$ cat src/rtl/prt_dprx_trn_seq.sv
// DisplayPort RX link-training check sequencer: writes lane/TPS config to the
// training block, waits for a measurement window, and grades per-lane matches.
// Outputs are registered from the current state, so strobes and DONE_OUT
// appear the cycle after the state that requests them.
module prt_dprx_trn_seq #(
  parameter int unsigned P_LANES  = 2,
  parameter int unsigned P_RETRY  = 3,
  parameter int unsigned P_SETTLE = 8
) (
  input  logic                   RST_IN,
  input  logic                   CLK_IN,
  input  logic                   START_IN,
  input  logic                   ABORT_IN,
  input  logic [2:0]             ACT_LANES_IN,
  input  logic [2:0]             TPS_IN,
  input  logic [15:0]            WIN_IN,
  input  logic [15:0]            THR_IN,
  output logic [2:0]             CFG_LANES_OUT,
  output logic                   CFG_LANES_VLD_OUT,
  output logic [15:0]            CFG_TPS_OUT,
  output logic                   CFG_TPS_VLD_OUT,
  input  logic [15:0]            STA_CYCLE_IN,
  input  logic [16*P_LANES-1:0]  STA_MATCH_IN,
  output logic                   BUSY_OUT,
  output logic                   DONE_OUT,
  output logic [3:0]             PASS_OUT,
  output logic                   ERR_OUT,
  output logic [3:0]             TRY_OUT
);

  localparam int unsigned MATCH_W = 64;

  typedef enum logic [2:0] {
    S_IDLE, S_LANES, S_TPS, S_SETTLE, S_MEAS, S_EVAL, S_DONE
  } state_t;

  state_t      state_q, state_d;
  logic [2:0]  lanes_q, lanes_d;
  logic [2:0]  tps_q, tps_d;
  logic [15:0] win_q, win_d;
  logic [15:0] thr_q, thr_d;
  logic [7:0]  settle_q, settle_d;
  logic [15:0] meas_q, meas_d;
  logic [4:0]  att_q, att_d;
  logic [2:0]  cfg_lanes_q, cfg_lanes_d;
  logic        cfg_lanes_vld_q, cfg_lanes_vld_d;
  logic [15:0] cfg_tps_q, cfg_tps_d;
  logic        cfg_tps_vld_q, cfg_tps_vld_d;
  logic        busy_q, busy_d;
  logic        done_q, done_d;
  logic [3:0]  pass_q, pass_d;
  logic        err_q, err_d;
  logic [3:0]  try_q, try_d;

  logic [3:0]         act_c;
  logic [3:0]         pass_c;
  logic [15:0]        tps_field_c;
  logic [15:0]        win_eff_c;
  logic               start_ok_c;
  logic [MATCH_W-1:0] match_pad;

  // Lane mask, per-lane TPS word and per-lane grading from the captured request
  always_comb begin
    match_pad   = MATCH_W'(STA_MATCH_IN);
    win_eff_c   = (win_q == 16'd0) ? 16'd1 : win_q;
    start_ok_c  = ((ACT_LANES_IN == 3'd1) || (ACT_LANES_IN == 3'd2) ||
                   (ACT_LANES_IN == 3'd4)) && (32'(ACT_LANES_IN) <= P_LANES);
    case (lanes_q)
      3'd1:    act_c = 4'b0001;
      3'd2:    act_c = 4'b0011;
      3'd4:    act_c = 4'b1111;
      default: act_c = 4'b0000;
    endcase
    pass_c      = '0;
    tps_field_c = '0;
    for (int unsigned i = 0; i < 4; i++) begin
      if (act_c[i]) tps_field_c[4*i +: 4] = {1'b0, tps_q};
      if (act_c[i] && (i < P_LANES) && (match_pad[16*i +: 16] >= thr_q)) pass_c[i] = 1'b1;
    end
  end

  // Next-state and next-output logic; abort overrides everything outside IDLE
  always_comb begin
    state_d         = state_q;
    lanes_d         = lanes_q;
    tps_d           = tps_q;
    win_d           = win_q;
    thr_d           = thr_q;
    settle_d        = settle_q;
    meas_d          = meas_q;
    att_d           = att_q;
    cfg_lanes_d     = cfg_lanes_q;
    cfg_lanes_vld_d = 1'b0;
    cfg_tps_d       = cfg_tps_q;
    cfg_tps_vld_d   = 1'b0;
    done_d          = 1'b0;
    pass_d          = pass_q;
    err_d           = err_q;
    try_d           = try_q;
    case (state_q)
      S_IDLE: begin
        if (START_IN && !ABORT_IN) begin
          lanes_d = ACT_LANES_IN;
          tps_d   = TPS_IN;
          win_d   = WIN_IN;
          thr_d   = THR_IN;
          att_d   = '0;
          pass_d  = '0;
          try_d   = '0;
          err_d   = !start_ok_c;
          state_d = start_ok_c ? S_LANES : S_DONE;
        end
      end
      S_LANES: begin
        cfg_lanes_vld_d = 1'b1;
        cfg_lanes_d     = lanes_q;
        state_d         = S_TPS;
      end
      S_TPS: begin
        cfg_tps_vld_d = 1'b1;
        cfg_tps_d     = tps_field_c;
        att_d         = att_q + 5'd1;
        try_d         = (att_q >= 5'd15) ? 4'd15 : 4'(att_q + 5'd1);
        settle_d      = '0;
        state_d       = S_SETTLE;
      end
      S_SETTLE: begin
        if (settle_q == 8'(P_SETTLE - 1)) begin
          meas_d  = '0;
          state_d = S_MEAS;
        end else begin
          settle_d = settle_q + 8'd1;
        end
      end
      S_MEAS: begin
        if (STA_CYCLE_IN >= win_eff_c) begin
          state_d = S_EVAL;
        end else if (meas_q == 16'hFFFE) begin
          err_d   = 1'b1;
          pass_d  = '0;
          state_d = S_DONE;
        end else begin
          meas_d = meas_q + 16'd1;
        end
      end
      S_EVAL: begin
        pass_d = pass_c;
        if (pass_c == act_c)               state_d = S_DONE;
        else if (32'(att_q) <= P_RETRY)    state_d = S_TPS;
        else                               state_d = S_DONE;
      end
      S_DONE: begin
        done_d  = 1'b1;
        state_d = S_IDLE;
      end
      default: state_d = S_IDLE;
    endcase
    if (ABORT_IN && (state_q != S_IDLE)) begin
      state_d         = S_IDLE;
      cfg_lanes_d     = cfg_lanes_q;
      cfg_lanes_vld_d = 1'b0;
      cfg_tps_d       = cfg_tps_q;
      cfg_tps_vld_d   = 1'b0;
      done_d          = 1'b0;
      pass_d          = '0;
      err_d           = 1'b1;
    end
    busy_d = (state_d != S_IDLE);
  end

  // State, captured request and registered outputs
  always_ff @(posedge CLK_IN or posedge RST_IN) begin
    if (RST_IN) begin
      state_q         <= S_IDLE;
      lanes_q         <= '0;
      tps_q           <= '0;
      win_q           <= '0;
      thr_q           <= '0;
      settle_q        <= '0;
      meas_q          <= '0;
      att_q           <= '0;
      cfg_lanes_q     <= '0;
      cfg_lanes_vld_q <= 1'b0;
      cfg_tps_q       <= '0;
      cfg_tps_vld_q   <= 1'b0;
      busy_q          <= 1'b0;
      done_q          <= 1'b0;
      pass_q          <= '0;
      err_q           <= 1'b0;
      try_q           <= '0;
    end else begin
      state_q         <= state_d;
      lanes_q         <= lanes_d;
      tps_q           <= tps_d;
      win_q           <= win_d;
      thr_q           <= thr_d;
      settle_q        <= settle_d;
      meas_q          <= meas_d;
      att_q           <= att_d;
      cfg_lanes_q     <= cfg_lanes_d;
      cfg_lanes_vld_q <= cfg_lanes_vld_d;
      cfg_tps_q       <= cfg_tps_d;
      cfg_tps_vld_q   <= cfg_tps_vld_d;
      busy_q          <= busy_d;
      done_q          <= done_d;
      pass_q          <= pass_d;
      err_q           <= err_d;
      try_q           <= try_d;
    end
  end

  assign CFG_LANES_OUT     = cfg_lanes_q;
  assign CFG_LANES_VLD_OUT = cfg_lanes_vld_q;
  assign CFG_TPS_OUT       = cfg_tps_q;
  assign CFG_TPS_VLD_OUT   = cfg_tps_vld_q;
  assign BUSY_OUT          = busy_q;
  assign DONE_OUT          = done_q;
  assign PASS_OUT          = pass_q;
  assign ERR_OUT           = err_q;
  assign TRY_OUT           = try_q;

endmodule

$ cat config.mk
export PLATFORM = sky130hd
export DESIGN_NAME = prt_dprx_trn_seq
export DESIGN_NICKNAME = d
export VERILOG_FILES = /design/src/rtl/prt_dprx_trn_seq.sv
export SDC_FILE = /design/constraint.sdc
export NUM_CORES = 1
export LEC_CHECK = 0
export BUFFER_PORTS_ARGS = -buffer_cell sky130_fd_sc_hd__buf_2
export CAP_MARGIN = 20
export CELL_PAD_IN_SITES_DETAIL_PLACEMENT = 1
export CELL_PAD_IN_SITES_GLOBAL_PLACEMENT = 1
export CORE_UTILIZATION = 44
export DETAILED_ROUTE_END_ITERATION = 8
export PLACE_DENSITY = 0.87
export SYNTH_ARGS = -nofsm -noshare
export SYNTH_HDL_FRONTEND = slang
export SYNTH_SLANG_ARGS = --single-unit
export TNS_END_PERCENT = 30
$ cat constraint.sdc
create_clock -name CLK_IN -period 6 [get_ports CLK_IN]
set_input_delay 1.2 -clock CLK_IN [delete_from_list [all_inputs] [get_ports CLK_IN]]
set_output_delay 1.2 -clock CLK_IN [all_outputs]
set_load 0.1 [all_outputs]
== Word-level counts from Yosys, hierarchy flattened ==
Cells that the tools add are included.

* Memories: 0
* Bits in read-only memories: 0
* Bits in latches: 0
* Register bits: 102
* Memory bits (writable): 0

* Mux-type cells: 43
* Bitwise operators: 1
* Multipliers: 0
* $lt $le $gt $ge: 6
* Div/mod/pow operators: 0
* Reductions and logical operators: 26
* Equal/unequal tests: 23
* Shifts and indexed selects: 0
* Add/sub/neg operators: 3

{| class="wikitable"
|+ Operators by type and width
! kind !! number
|-
| 2-to-1 mux 16 bit || 4
|-
| >= comparator 16 bit || 3
|-
| 2-to-1 mux 3 bit || 12
|-
| case mux 16 bit (2 select lines) || 1
|-
| case mux 4 bit (3 select lines) || 2
|-
| 2-to-1 mux 4 bit || 5
|-
| case mux 3 bit (6 select lines) || 1
|-
| adder 16 x 1 -> 16 bit, second input constant || 1
|-
| equality test 16 bit, second input constant || 1
|-
| zero test 16 bit || 1
|-
| case mux 8 bit (2 select lines) || 1
|-
| equality test 3 bit, second input constant || 5
|-
| equality test 3 x 2 -> 1 bit, second input constant || 4
|-
| 2-to-1 mux 1 bit || 12
|-
| AND reduction 4 bit || 3
|-
| != test 2 bit, second input constant || 5
|-
| case mux 5 bit (2 select lines) || 1
|-
| AND reduction 2 bit || 5
|-
| equality test 3 x 1 -> 1 bit, second input constant || 3
|-
| != test 3 bit, second input constant || 3
|-
| nonzero test 3 bit || 3
|-
| adder 8 x 1 -> 8 bit, second input constant || 1
|-
| equality test 8 x 3 -> 1 bit, second input constant || 1
|-
| 2-to-1 mux 8 bit || 1
|-
| 15 further kinds || 23
|}

== Longest topological paths before layout ==
Gate-level depths: netlist of run 1.

* Depth in word-level cells: 9
* Depth in mapped cells: 11

== Worst setup path after synthesis of run 1 ==
No wires, ideal clock.

* Path type: input to register
* From: input port STA_CYCLE_IN[13]
* To: register meas_q[15]
* Data arrival time: 3,149 ps
* Buffers on the path: 1
* Cell stages on the path: 8
* Library setup time: 79 ps
* Slack: 2,771 ps
* Required time: 5,921 ps
* Path through: ha_1 -> nand4_1 -> or4_1 -> o221ai_1 -> clkbuf_1 -> nand2_1 -> nand3_1 -> mux2i_1

* Cells in the longest elaborated chain, start to end: 3

{| class="wikitable"
|+ Ends and longest elaborated chain
! item !! RTL line !! RTL
|-
| start: declaration || 22 || <nowiki>input logic [15:0] STA_CYCLE_IN,</nowiki>
|-
| >= comparator 16 bit || 136 || <nowiki>if (STA_CYCLE_IN >= win_eff_c) begin</nowiki>
|-
| != test 2 bit (no source line) || - ||
|-
| AND reduction 4 bit (no source line) || - ||
|-
| end signal: assignment || 198 || <nowiki>meas_q <= meas_d;</nowiki>
|-
| end: declaration || 43 || <nowiki>logic [15:0] meas_q, meas_d;</nowiki>
|}

Every way passes these cells.
A chain may end at the register's enable or synchronous reset.

== Final worst setup path of run 1 ==
* From: input port STA_CYCLE_IN[13]
* To: register meas_q[12]

The elaborated chain is that of the path after synthesis.

==> flow_metrics.env, run 1 <==
export IMPL_status="finished with violations"
export IMPL_failed_checks="DRC"
export IMPL_fp_dieH_microns=112.2
export IMPL_cts_path_max_buffers=2
export IMPL_endpoint_kind="flop"
export IMPL_detailed_place_hpwl_microns=11920
export IMPL_yosysWarnings=0
export IMPL_crit_required_ns=6.19
export IMPL_insertion_delay_ns=0.35
export IMPL_cts_resized_gates=0
export IMPL_grt_pass1_wl_microns=26190
export IMPL_p_per_area_nw_per_um2=520.5
export IMPL_drt_wirelength_per_cell_microns=18.44
export IMPL_cellLeakagePower_nw=3.173
export IMPL_ant_nets=0
export IMPL_synth_area_leaders="dfrtp_1 44%, ha_1 12%, nand2_1 6.5%, o21ai_0 4.3%, nor2_1 3.2%"
export IMPL_finish_utilization_pct=54.72
export IMPL_antenna_found_initial=0
export IMPL_crit_fanout=16
export IMPL_yosysTopAreaCellShare_pct=43.56
export IMPL_synth_area_sq_um=5343
export IMPL_dp_cells=827
export IMPL_critPathLaunchType="primary input"
export IMPL_drv_cap=0
export IMPL_vias_per_cell=5.639
export IMPL_p_switching_mw=1.605
export IMPL_seqPwrFrac_pct=32.4
export IMPL_grt_setup_unrepaired="false"
export IMPL_async_reset_ff_share_pct=100.0
export IMPL_yosysTopAreaCell="dfrtp_1"
export IMPL_io_pins=122
export IMPL_clock_sinks=93
export IMPL_diodes=0
export IMPL_hold_buffers=0
export IMPL_gp_congestion=0.8451
export IMPL_slew_viol_final=0
export IMPL_die_x_microns=112.2
export IMPL_fill_cells=1404
export IMPL_cts_tree="yes"
export IMPL_vias=4754
export IMPL_crit_type="primary input to flop"
export IMPL_tightestPinTransition_ns=0.9515
export IMPL_postSynthAreaPerCell_sq_um=9.117
export IMPL_clk_pin_slew_ns=0.07
export IMPL_clock_skew_ns=0.007023
export IMPL_setup_tns_ns=0
export IMPL_multi_input_comb_area_sq_um=2755
export IMPL_internal_power_mw=1.703
export IMPL_p_clk_share_pct=19.3
export IMPL_peakVddDrop_v=0.0002477
export IMPL_drt_iter0_markers=182
export IMPL_die_area_sq_um=12590
export IMPL_ff_latch_area_sq_um=2327
export IMPL_drc=4
export IMPL_clockRootBuffer="clkbuf_16"
export IMPL_seq_area_frac_synth_pct=43.56
export IMPL_rows=39
export IMPL_cts_buffers=9
export IMPL_syn_to_final_growth_pct=18.95
export IMPL_hp_class="flop to flop"
export IMPL_grt_pass1_vias=5277
export IMPL_relSlewSlack_pct=36.56
export IMPL_ys_seq_elements=93
export IMPL_arrival_ns=3.40
export IMPL_synthFlopType="dfrtp_1"
export IMPL_portBuffers=115
export IMPL_grt_max_degree=70
export IMPL_coreArea_sq_um=11610
export IMPL_yosys_top_cells_count="93 x dfrtp_1, 93 x nand2_1, 53 x ha_1"
export IMPL_yosysUniqueCellTypes=47
export IMPL_drive_above_1_share_pct=21.14
export IMPL_max_freq_mhz=312.1
export IMPL_track_usage_pct=26.66
export IMPL_start_util_pct=46.00
export IMPL_final_hold_violation_count=0
export IMPL_finalCritPeriodShare_pct=53.40
export IMPL_fin_cells=843
export IMPL_grt_overflow=0
export IMPL_postCtsSetupBuffers=0
export IMPL_layout_min_cycle_time_ns=3.204
export IMPL_swShare_pct=48.52
export IMPL_first_pass_iters=8
export IMPL_combPwrFrac_pct=48.3
export IMPL_postRouteWirelength_microns=15550
export IMPL_synth_edff_count=0
export IMPL_hold_ws_ns=0.4782
export IMPL_p_total_mw=3.308
export IMPL_setup_viol=0
export IMPL_synthCells=586
export IMPL_htree_levels=3
export IMPL_nets=838
[kinds of logic (layout without fill, tap and decap cells)]
logic type | Yosys count | after routing | share of synthesized area (%)
AO/OA/AOI/OAI | 115 | 115 | 13.33
XOR/XNOR | 21 | 21 | 3.443
other | 1 | 6 | 0.07019
flip-flops | 93 | 93 | 43.56
AND/OR/NAND/NOR | 230 | 230 | 20.63
buffers and inverters | 67 | 176 | 5.340
multiplexers | 6 | 6 | 1.218
adder cells (fa/ha/maj) | 53 | 53 | 12.41
[cell usage in the layout, fill, tap and decap left out, types with 8 or more instances in the layout]
master       n
nand2_1     93
nor2_1      45
nand4_1     20
inv_1       40
nand2b_1     8
clkbuf_16    9
o21ai_0     46
ha_1        53
dfrtp_1     93
a21oi_1     27
nand3_1     21
xnor2_1     14
and3_1       8
buf_2      115
[per-stage QoR]
step           area (sq um)  setup slack, ns
5_1_grt                6355            2.592
2_1_floorplan          5361            2.380
4_1_cts                6355            2.796
3_3_place_gp           6022            2.626
6_report               6355            2.796
3_5_place_dp           6022            2.414
[layout make-up]
cell class              instances  share of cell area, %
clock buffers                  10                  3.761
flip-flops and latches         93                  36.62
well taps                     143                  2.816
multi-input cells             431                  43.35
clock inverters                 6                  1.477
inverters                      41                  2.441
repair buffers                119                  9.529
[power by group through the flow]
stage | Sequential (mW) | Clock [mW] | Combinational [mW]
floorplan | 1.39 | 0 | 0.850
global placement | 1.05 | 0 | 1.48
detailed placement | 1.08 | 0 | 1.59
CTS | 1.07 | 0.646 | 1.60
global route | 1.11 | 0.669 | 1.74
finish | 1.07 | 0.639 | 1.60
[final timing paths]
check                                  from        endpoint  slack (ns)  cells after the start
min in group asynchronous            RST_IN  CFG_TPS_OUT[0]        1.02                      2
hold / removal               CFG_TPS_OUT[2]  CFG_TPS_OUT[2]        0.48                      2
max in group asynchronous            RST_IN      meas_q[11]        3.92                      3
setup reg to reg                settle_q[3]      meas_q[13]        3.01                      7
setup / recovery           STA_CYCLE_IN[13]      meas_q[12]        2.80                     10
hold reg to reg              CFG_TPS_OUT[2]  CFG_TPS_OUT[2]        0.48                      2
[worst max-delay path, stage by stage]
cell       delay (ns)
buf_2            0.10
ha_1             0.30
a21o_1           0.19
a21o_1           0.18
a21oi_1          0.20
o221ai_1         0.19
buf_4            0.24
a2111oi_0        0.55
xnor2_1          0.18
nor2_1           0.05
[flip-flops by register name, indices dropped and copies added (netlist names)]
signal	cells
BUSY_OUT	1
CFG_LANES_OUT	3
CFG_LANES_VLD_OUT	1
CFG_TPS_OUT	9
CFG_TPS_VLD_OUT	1
DONE_OUT	1
ERR_OUT	1
PASS_OUT	2
TRY_OUT	4
att_q	5
lanes_q	3
meas_q	16
settle_q	8
state_q	3
thr_q	16
tps_q	3
win_q	16
[per-layer routing]
layer / wire length (microns) / global-route usage [%] / share of wire, % / vias up
met2: 8064 / 48.41 / 52 / 124
li1: - / - / - / 2249
met3: 648 / 4.590 / 4.2 / 38
met1: 6312 / 30.35 / 41 / 2343
met4: 521 / 12.98 / 3.4 / 0
met5: 0 / 0 / 0 / -
(Power assumes the default switching activity.)
==> run 2, diff against run 1 <==
CORE_UTILIZATION = 41   (was 44)
PLACE_DENSITY = 0.82   (was 0.87)
clock period = 2.97 ns   (was 6 ns; I/O delays follow)
==> run 2 against run 1 <==
  * The flow now finishes without violations
  * Flip-flop and latch count stayed put
  * Hold slack worse by 0.21 ns
  * Count of clock-buffer cells in the layout stayed put
  * Routed wire length is 6.2% lower
  * Clock skew is 0.00079 ns lower
  * Cell count is 3.9% higher
  * Critical path type is now flop to flop
  * Critical endpoint is now PASS_OUT[1]
  * Largest cell class unchanged
  * Largest power group unchanged
  * Highest routed layer is now met5
==> flow_metrics.env, run 2 (same netlist as run 1, synthesis figures left out) <==
export IMPL_endpoint_kind="flop"
export IMPL_arrival_ns=2.92
export IMPL_vias_per_cell=5.389
export IMPL_grt_overflow=0
export IMPL_ant_nets=0
export IMPL_setup_viol=0
export IMPL_cts_path_max_buffers=2
export IMPL_clockRootBuffer="clkbuf_16"
export IMPL_crit_required_ns=3.20
export IMPL_cts_buffers=9
export IMPL_layout_min_cycle_time_ns=2.698
export IMPL_die_x_microns=116.2
export IMPL_grt_pass1_vias=4939
export IMPL_setup_tns_ns=0
export IMPL_drc=0
export IMPL_drv_cap=0
export IMPL_coreArea_sq_um=12670
export IMPL_reg_top3="meas_q x16, thr_q x16, win_q x16"
export IMPL_layout_commonest_cell="buf_2"
export IMPL_postRouteWirelength_microns=14580
export IMPL_nets=842
export IMPL_finalCritPeriodShare_pct=90.83
export IMPL_grt_pass1_wl_microns=24190
export IMPL_dpl_cell_area_sq_um=6128
export IMPL_htree_levels=3
export IMPL_detailed_place_hpwl_microns=11180
export IMPL_final_hold_violation_count=0
export IMPL_clk_pin_slew_ns=0.06
export IMPL_critPathLaunchType="flop"
export IMPL_insertion_delay_ns=0.34
export IMPL_cp_cell_sequence="nor4_1, a41o_1, ha_1, nor2b_1, o21ai_0, a21oi_1, o221ai_1, buf_12, nor2_1, o22ai_1, a22o_1"
export IMPL_drive_above_1_share_pct=21.76
export IMPL_portBuffers=115
export IMPL_hp_class="primary input to async pin"
export IMPL_start_util_pct=42.16
export IMPL_fp_dieH_microns=116.2
export IMPL_crit_fanout=16
export IMPL_relSlewSlack_pct=51.39
export IMPL_p_per_area_nw_per_um2=1020
export IMPL_cellLeakagePower_nw=3.201
export IMPL_drt_iter0_markers=158
export IMPL_peakVddDrop_v=0.0003151
export IMPL_rrSetupSlack_ns=0.27
export IMPL_first_pass_iters=4
export IMPL_fill_cells=1535
export IMPL_cts_tree="yes"
export IMPL_final_cell_mix="115 x buf_2, 93 x dfrtp_1, 93 x nand2_1"
export IMPL_rows=41
export IMPL_antenna_found_initial=3
export IMPL_crit_path_top_delay_cell="dfrtp_1"
export IMPL_crit_type="flop to flop"
export IMPL_max_stage_delay_ns=0.37
export IMPL_gp_congestion=0.8690
export IMPL_clock_skew_ns=0.006232
export IMPL_die_area_sq_um=13490
export IMPL_track_usage_pct=23.39
export IMPL_postCtsSetupBuffers=0
export IMPL_drt_wirelength_per_cell_microns=16.64
export IMPL_io_pins=122
export IMPL_status="finished, final reports clean"
export IMPL_rr_worst_depth=11
export IMPL_slew_viol_final=0
export IMPL_max_freq_mhz=370.7
export IMPL_clock_sinks=93
export IMPL_syn_to_final_growth_pct=20.87
export IMPL_final_design_area_no_fill_sq_um=6457
export IMPL_grt_setup_unrepaired="false"
export IMPL_vias=4721
export IMPL_grt_max_degree=70
export IMPL_tightestPinTransition_ns=0.7272
-- run 2: where the power goes --
part | switching (mW) | internal (mW)
Combinational | 2.27 | 0.959
Clock | 0.464 | 0.751
Sequential | 0.392 | 1.75
-- run 2: worst paths after layout --
kind                                   to           start
max in group asynchronous      lanes_q[1]          RST_IN
setup reg to reg              PASS_OUT[1]       win_q[12]
hold reg to reg            CFG_TPS_OUT[2]  CFG_TPS_OUT[2]
hold / removal                  thr_q[13]          RST_IN
setup / recovery              PASS_OUT[1]       win_q[12]
min in group CLK_IN              thr_q[0]       THR_IN[0]
-- run 2: stage by stage --
stage               hold slack, ns  utilization, %  std cells  worst slack (ns)  power [mW]
finish                      0.2707           50.96        876            0.2724       6.588
global route                0.3069           50.94        875          0.009098       7.053
CTS                         0.2736           50.84        875            0.1334       6.621
detailed placement          0.4591           48.37        860            0.1382       5.355
global placement            0.4492           48.37        860            0.2185       5.170
floorplan                   0.4476               -        591            0.3474       4.520
-- run 2: layout make-up --
class                      instances  area [sq um]  share of cell area, %
antenna                            1         2.502                0.03875
clock buffer                      10         239.0                  3.701
clock inverter                     5         75.07                  1.163
inverter                          41         157.7                  2.441
multi-input combinational        431          2768                  42.86
sequential                        93          2327                  36.04
tap                              172         215.2                  3.333
timing repair buffer             123         673.1                  10.42
-- run 2: routing by layer --
metal	global-route usage [%]	part of all wire, %	wire length, microns	vias up
met5	0	0.15	22	-
met4	10.85	2.8	403	4
met3	4.515	4.4	647	32
met2	40.40	50	7226	117
met1	28.23	43	6279	2305
li1	-	-	-	2263
-- run 2: repair_timing --
item | 4_1_cts | 5_1_grt
setup endpoints to repair | 0 | 2
hold buffers | 0 | 0
gates resized for setup | 0 | 4
endpoints found under the hold margin | 0 | 0
-- run 2: critical path, delay by kind of cell, from the launching register on --
kind            cells  cell delay, ns
buf+inv             1            0.21
simple gates        3            0.65
compound gates      6            1.13
fa+ha+maj           1            0.22
flops               1            0.37
